--- src/rtl/mem_pkg.sv ---
// Shared memory-bus definitions: responder states and byte-enable encodings
// (the control unit drives BYTE_ENABLE with the same constants).
package mem_pkg;

  typedef enum logic [1:0] {
    IDLE   = 2'd0,
    SETUP  = 2'd1,
    ACCESS = 2'd2,
    DONE   = 2'd3
  } state_t;

  localparam logic [1:0] BE_NONE = 2'b00;
  localparam logic [1:0] BE_LO   = 2'b01;
  localparam logic [1:0] BE_HI   = 2'b10;
  localparam logic [1:0] BE_WORD = 2'b11;

endpackage

--- src/rtl/mem_lane_steer.sv ---
// Byte-lane steering for SRAM writes and zero-extending lane extraction for reads.
// Byte data always travels in the low byte on the datapath side.
module mem_lane_steer
  import mem_pkg::*;
(
  input  logic [1:0]  wr_be,
  input  logic [15:0] wdata,
  output logic [15:0] wr_data,
  input  logic [1:0]  rd_be,
  input  logic [15:0] sram_rdata,
  output logic [15:0] rd_data
);

  always_comb begin
    wr_data = '0;
    case (wr_be)
      BE_WORD: wr_data = wdata;
      BE_LO:   wr_data = {8'h00, wdata[7:0]};
      BE_HI:   wr_data = {wdata[7:0], 8'h00};
      default: wr_data = '0;
    endcase
  end

  always_comb begin
    rd_data = '0;
    case (rd_be)
      BE_WORD: rd_data = sram_rdata;
      BE_LO:   rd_data = {8'h00, sram_rdata[7:0]};
      BE_HI:   rd_data = {8'h00, sram_rdata[15:8]};
      default: rd_data = '0;
    endcase
  end

endmodule

--- src/rtl/mem_responder.sv ---
// Memory-side responder: one request per transaction, fixed wait-state SRAM
// access (SETUP, WAIT_STATES+1 ACCESS cycles), one-cycle ready pulse.
module mem_responder
  import mem_pkg::*;
#(
  parameter int unsigned ADDR_W      = 16,
  parameter int unsigned WAIT_STATES = 1
) (
  input  logic              clk,
  input  logic              reset,
  input  logic              req,
  input  logic              we,
  input  logic [ADDR_W-1:0] addr,
  input  logic [15:0]       wdata,
  input  logic [1:0]        be,
  output logic [15:0]       rdata,
  output logic              ready,
  output logic              busy,
  output logic              overrun,
  output logic [ADDR_W-1:0] sram_addr,
  output logic [15:0]       sram_wdata,
  input  logic [15:0]       sram_rdata,
  output logic              sram_we,
  output logic              sram_oe,
  output logic [1:0]        sram_be
);

  state_t      state;
  logic [2:0]  cnt;
  logic        we_q;
  logic [1:0]  be_q;
  logic [15:0] wr_steered;
  logic [15:0] rd_extracted;

  // Write steering works on the incoming request so sram_wdata is registered
  // at acceptance; read extraction works on the captured byte enables.
  mem_lane_steer u_lane (
    .wr_be      (be),
    .wdata      (wdata),
    .wr_data    (wr_steered),
    .rd_be      (be_q),
    .sram_rdata (sram_rdata),
    .rd_data    (rd_extracted)
  );

  always_ff @(posedge clk) begin
    if (reset) begin
      state      <= IDLE;
      cnt        <= '0;
      we_q       <= 1'b0;
      be_q       <= '0;
      rdata      <= '0;
      ready      <= 1'b0;
      busy       <= 1'b0;
      overrun    <= 1'b0;
      sram_addr  <= '0;
      sram_wdata <= '0;
      sram_we    <= 1'b0;
      sram_oe    <= 1'b0;
      sram_be    <= '0;
    end else begin
      ready   <= 1'b0;
      overrun <= 1'b0;
      case (state)
        IDLE, DONE: begin
          // DONE accepts exactly like IDLE so back-to-back requests skip IDLE.
          if (req && be == BE_NONE) begin
            state <= DONE;
            ready <= 1'b1;
          end else if (req) begin
            state      <= SETUP;
            busy       <= 1'b1;
            we_q       <= we;
            be_q       <= be;
            sram_addr  <= addr;
            sram_be    <= be;
            sram_wdata <= wr_steered;
          end else begin
            state <= IDLE;
          end
        end
        SETUP: begin
          overrun <= req;
          state   <= ACCESS;
          cnt     <= 3'(WAIT_STATES);
          sram_we <= we_q;
          sram_oe <= ~we_q;
        end
        ACCESS: begin
          overrun <= req;
          if (cnt == '0) begin
            state   <= DONE;
            busy    <= 1'b0;
            ready   <= 1'b1;
            sram_we <= 1'b0;
            sram_oe <= 1'b0;
            if (!we_q) rdata <= rd_extracted;
          end else begin
            cnt <= cnt - 3'd1;
          end
        end
        default: state <= IDLE;
      endcase
    end
  end

endmodule

--- config.mk ---
export PLATFORM = sky130hd
export DESIGN_NAME = mem_responder
export DESIGN_NICKNAME = d
export VERILOG_FILES = /design/src/rtl/mem_pkg.sv /design/src/rtl/mem_lane_steer.sv /design/src/rtl/mem_responder.sv
export SDC_FILE = /design/constraint.sdc
export NUM_CORES = 1
export LEC_CHECK = 0
export ABC_AREA = 1
export CORE_MARGIN = 5
export CORE_UTILIZATION = 42
export DETAILED_ROUTE_END_ITERATION = 12
export PLACE_DENSITY_LB_ADDON = 0.05
export SLEW_MARGIN = 20
export SYNTH_ARGS = -nofsm -noshare
export SYNTH_HDL_FRONTEND = slang
export SYNTH_SLANG_ARGS = --single-unit
--- constraint.sdc ---
create_clock -name clk -period 1.8 [get_ports clk]
set_input_delay 0.27 -clock clk [delete_from_list [all_inputs] [get_ports clk]]
set_output_delay 0.27 -clock clk [all_outputs]
set_load 0.1 [all_outputs]
Yosys cells after proc, flatten, opt, wreduce, memory -nomap -nowiden

Cells that the tools add are included.
Widths: inputs -> output; s select.

Divide/modulo/power cells: 0
Magnitude comparators: 0
Add/subtract/negate cells: 1
Equality and inequality tests: 13
Bitwise logic cells: 3
Multipliers: 0
Multiplexer cells: 17
Reduce and logical (&&, ||, !) cells: 14
Shifts and indexed selects: 0

Operators with widths:

| cell                | count |
|---|---|
| $pmux 16 s3         | 2 |
| $eq 2x2->1 const B  | 6 |
| $ne 2x2->1 const B  | 4 |
| $pmux 1 s2          | 4 |
| $eq 2x1->1 const B  | 3 |
| $mux 1              | 6 |
| $pmux 2 s3          | 1 |
| $pmux 3 s2          | 1 |
| $reduce_and 3->1    | 2 |
| $reduce_or 2->1     | 3 |
| $logic_not 2->1     | 2 |
| $mux 2              | 2 |
| $reduce_and 2->1    | 2 |
| $reduce_and 4->1    | 1 |
| $reduce_bool 2->1   | 2 |
| $logic_not 3->1     | 1 |
| $mux 3              | 1 |
| $not 1->1           | 3 |
| $sub 3x1->3 const B | 1 |
| $logic_and 1x1->1   | 1 |

Memories kept: 0
Output and inout bits: 55
Latch bits: 0
Input bits: 54
Flip-flop bits (word level): 61
Logic and storage cells: 60
Memory bits (writable): 0
Bits in read-only memories: 0

Logic depth before layout (Yosys ltp)

Word-level depth: 4
Mapped depth: 9
Gate-level depth less buffers: 9

Cells and area by module

Synthesis repeated with hierarchy kept, for this count alone.

Cells, all modules: 385
Area, all modules: 2802.7 sq um

Modules (own cells, without submodules):

| module         | cells each | seq. area each (sq um) | times used | area an instance (sq um) |
|---|---|---|---|---|
| mem_responder  | 296        | 1221.2                 | 1          | 2371.0 |
| mem_lane_steer | 89         | 0.0                    | 1          | 431.7 |

Worst setup path before layout

No wires, ideal clock.

Path type: register -> register
Start: reg be_q[0]
End: reg rdata[12]
Buffers on the path: 1
Library setup time: 0.070 ns
Data required time: 1.730 ns
Arrival: 1.708 ns
Setup slack: 0.022 ns
Cell stages (with the launch flop): 6
Period minus slack after synthesis: 1.778 ns
Cells stage by stage: dfxtp_1 -> buf_2 -> nand2_1 -> inv_1 -> nand3_1 -> a21oi_1

Word-level cells in the longest chain between the ends: 2
Elaborated cells between the ends (all ways): 4
Classes of those cells: eq/ne (3); mux (1)

RTL lines:

| what                                            | line                 | RTL |
|---|---|---|
| from (decl)                                     | mem_responder.sv:31  | `logic [1:0] be_q;` |
| from (signal assigned)                          | mem_responder.sv:51  | `be_q <= '0;` |
| from (signal assigned)                          | mem_responder.sv:74  | `be_q <= be;` |
| $eq 2x2->1 / $eq 2x1->1 (equally long branches) | mem_lane_steer.sv:26 | `case (rd_be)` |
| $pmux 16 s3 (*)                                 | mem_lane_steer.sv:26 |  |
| to (signal assigned)                            | mem_responder.sv:97  | `if (!we_q) rdata <= rd_extracted;` |
| to (decl)                                       | mem_responder.sv:16  | `output logic [15:0] rdata,` |

Every way passes the cells marked *; elsewhere a longest branch is shown, timed or not.
A chain may end at the register's enable or synchronous reset.

Worst setup path after layout

Start: reg cnt[0]
End: reg rdata[0]

Word-level cells in the longest chain between the ends: 2

RTL lines:

| what                       | line                | RTL |
|---|---|---|
| from (decl)                | mem_responder.sv:29 | `logic [2:0] cnt;` |
| from (signal assigned)     | mem_responder.sv:85 | `cnt <= 3'(WAIT_STATES);` |
| from (signal assigned)     | mem_responder.sv:99 | `cnt <= cnt - 3'd1;` |
| $logic_not 3->1            | mem_responder.sv:91 | `if (cnt == '0) begin` |
| $reduce_and 3->1 (no line) | -                   |  |

No other way between the ends.

==> results by group <==
Worst hold path
  • Min-delay src: reset
  • Hold depth: 2
  • Worst min-delay path class: input pin to flip-flop

Placed design
  • Gp weighted congestion: 0.803
  • Dpl cells: ~530
  • Area after DPL: roughly 3600 sq um
  • Port Buffer Count: about 110
  • Post-DP HPWL: 5060 um

Floorplanning
  • Die area: 7700 sq um
  • Vert. Die Dim: between 80 and 90 um
  • Row count: 28
  • Initial Util: 43.1%
  • IO Pins: 109
  • Die width: 87.7 um
  • Placeable Area: 5890 sq um

Setup path
  • Crit path kind: flip-flop to flip-flop
  • Worst-path fanout max: 16
  • Crit path from: cnt[0]
  • CP Launch Type: flip-flop
  • R2R Setup Slk: around 0.24 ns
  • Crit path required time: 2.02 ns
  • Arrival @ worst endpoint: 1.78 ns
  • Critical Path End Type: flip-flop
  • Worst reg-to-reg path cell count: 9
  • R2r startpoint: cnt[0]

Synth
  • Seq/Total Area, Yosys: 48.1%
  • Ys flop type: dfxtp_1
  • Cell Area, Synth: 2540 sq um
  • Post-synthesis area per instance: 7.21 sq um
  • Main area contributors after synthesis: dfxtp_1 48%, nand2_1 19%, a21oi_1 13%
  • YS warnings: 0
  • Synth Register Bits: 61
  • Yosys cell types: 18
  • Most common cell in the netlist: nand2_1
  • Synthesized instance count: around 350
  • Commonest cells in the netlist: 131 x nand2_1, 66 x a21oi_1, 61 x dfxtp_1, 22 x inv_1, 20 x nand3_1
  • Number of synthesized flops with an enable pin: 0
  • Net count after synthesis: 411
  • Fraction of registers with async set/reset: 0%
  • Top cell type's share of synthesized area: 48.1%
  • Largest area contributor in the netlist: dfxtp_1

STA
  • Max-Slew Margin vs Limit: 64.6%
  • Worst Tran Pin Value: 0.529 ns
  • Fin. Hold Viols: 0
  • Clk_skew: 0.00397 ns
  • Slew Viols, Final: 0
  • Maximum clock frequency: 0.641 GHz
  • Worst hold slack: 0.202 ns
  • Fin crit share: 86.7%
  • Tmin final: 1.56 ns
  • RSZ-0062 raised after global routing: no
  • Final setup fails: 0
  • Fin Setup TNS: 0 ns

Power and ir drop
  • Leakage: roughly 1.7 nW
  • Pwr per Cell Area: 1640 nW/um^2
  • Total power: 6.30 mW
  • Max VDD drop: 0.00110 V

Run status
  • Status: finished clean

CTS
  • Root Buffer: clkbuf_8
  • # H-tree levels: 3
  • Clk slew on worst S/H paths: 0.07 ns
  • Skew-Pair Late Insertion Delay: 0.33 ns
  • CTS tree: built
  • Num Clock Sinks: 61
  • CTS Buf Count: 9
  • CTS Hold Bufs: 0
  • Clock Path Buffers: 2

Layout
  • Layout cells sized above 1: 18.6%
  • Nets@finish: 522
  • Final instance area: 3830 sq um
  • # diodes: 0
  • Area grow syn2layout: 51.0%
  • Non-filler cells, final: 543

Global routing
  • Global-route wire length before repair: ~11000 um
  • Vias in the first global route: 2387
  • Largest net degree at the start of global routing: 35
  • Total track usage: 18.6%
  • Total gr overflow: 0
  • Initial antenna violation count: 0

Drt
  • Pre-antenna DRT Iters: 4
  • Wirelength, routed: 7040 um
  • Via/cell ratio: roughly 4.9
  • DRC: 0
  • Routed wire length per instance: 13.0 um
  • Vias: ~2700
  • Post-route ant nets: 0
  • Initial DRC Count: 111

Job
  • Maxcap violations: 0
## routing by layer
layer	track usage, %	vias to the layer above	part of all wire [%]
li1	-	1353	-
met1	22.7	1203	41
met2	29.4	88	49
met3	6.30	6	9.3
met4	8.51	0	1.2
met5	0	-	0
## worst paths after layout
check,to
hold reg to reg,cnt[0]
hold / removal,sram_wdata[1]
setup / recovery,rdata[0]
setup reg to reg,rdata[0]
## per-stage QoR
stage | worst slack, ns | util (%)
3_3_place_gp | -0.00772 | 60.9
4_1_cts | 0.0876 | 65.1
6_report | 0.239 | 65.1
3_5_place_dp | -0.0346 | 60.9
5_1_grt | 0.0858 | 65.1
2_1_floorplan | 0.0217 | -
## report_power, final
| group | leakage (nW) | switching (mW) | internal (mW) |
|---|---|---|---|
| Clock | 0.127 | 0.545 | 0.958 |
| Combinational | 1.07 | 2.33 | 0.730 |
| Sequential | 0.497 | 0.139 | 1.60 |
| Total | 1.69 | 3.01 | 3.29 |
## placed cells by master, fill, tap and decap left out, types with 5 or more instances in the layout
| cell type | n |
|---|---|
| a21oi_1 | 66 |
| buf_4 | 62 |
| clkbuf_8 | 10 |
| clkdlybuf4s50_1 | 52 |
| dfxtp_1 | 61 |
| ha_1 | 5 |
| inv_1 | 22 |
| nand2_1 | 131 |
| nand3_1 | 20 |
| nor2_1 | 12 |
| o21ai_0 | 10 |
## what timing repair did
action / CTS / global route
endpoints found under the setup margin: 0 / 32
buffers inserted: 0 / 0
gates resized for setup: 0 / 1
## flip-flops by register name, summed over array words and instances (netlist names)
signal / count
state: 2
sram_addr: 16
sram_oe: 1
we_q: 1
sram_we: 1
busy: 1
ready: 1
cnt: 3
be_q: 2
sram_wdata: 16
rdata: 16
overrun: 1
## final cells by class
cell class / instances / area [sq um]
clock buffers: 10 / 138
clock inverters: 6 / 109
fillers: 561 / 2050
inverters: 24 / 92.6
multi-input cells: 249 / 1130
flip-flops and latches: 61 / 1220
well taps: 75 / 93.8
repair buffers: 118 / 1050
## cells by family (layout without fill, tap and decap cells)
| kind of cell | count (synthesis) | in the layout | share of synthesized area, % |
|---|---|---|---|
| AO/OA/AOI/OAI | 77 | 77 | 15.2 |
| flip-flops | 61 | 61 | 48.1 |
| AND/OR/NAND/NOR | 167 | 167 | 26.7 |
| adder cells (fa/ha/maj) | 5 | 5 | 2.47 |
| buffers and inverters | 42 | 158 | 7.45 |
## worst max-delay path: stages (launching register included)
cell     delay (ns)
dfxtp_1        0.32
inv_1          0.08
ha_1           0.15
ha_1           0.18
nand2_1        0.14
nor2_4         0.13
inv_1          0.05
buf_4          0.18
a21oi_1        0.14
a21oi_1        0.08
No activity file was read; power rests on OpenSTA's default activity.
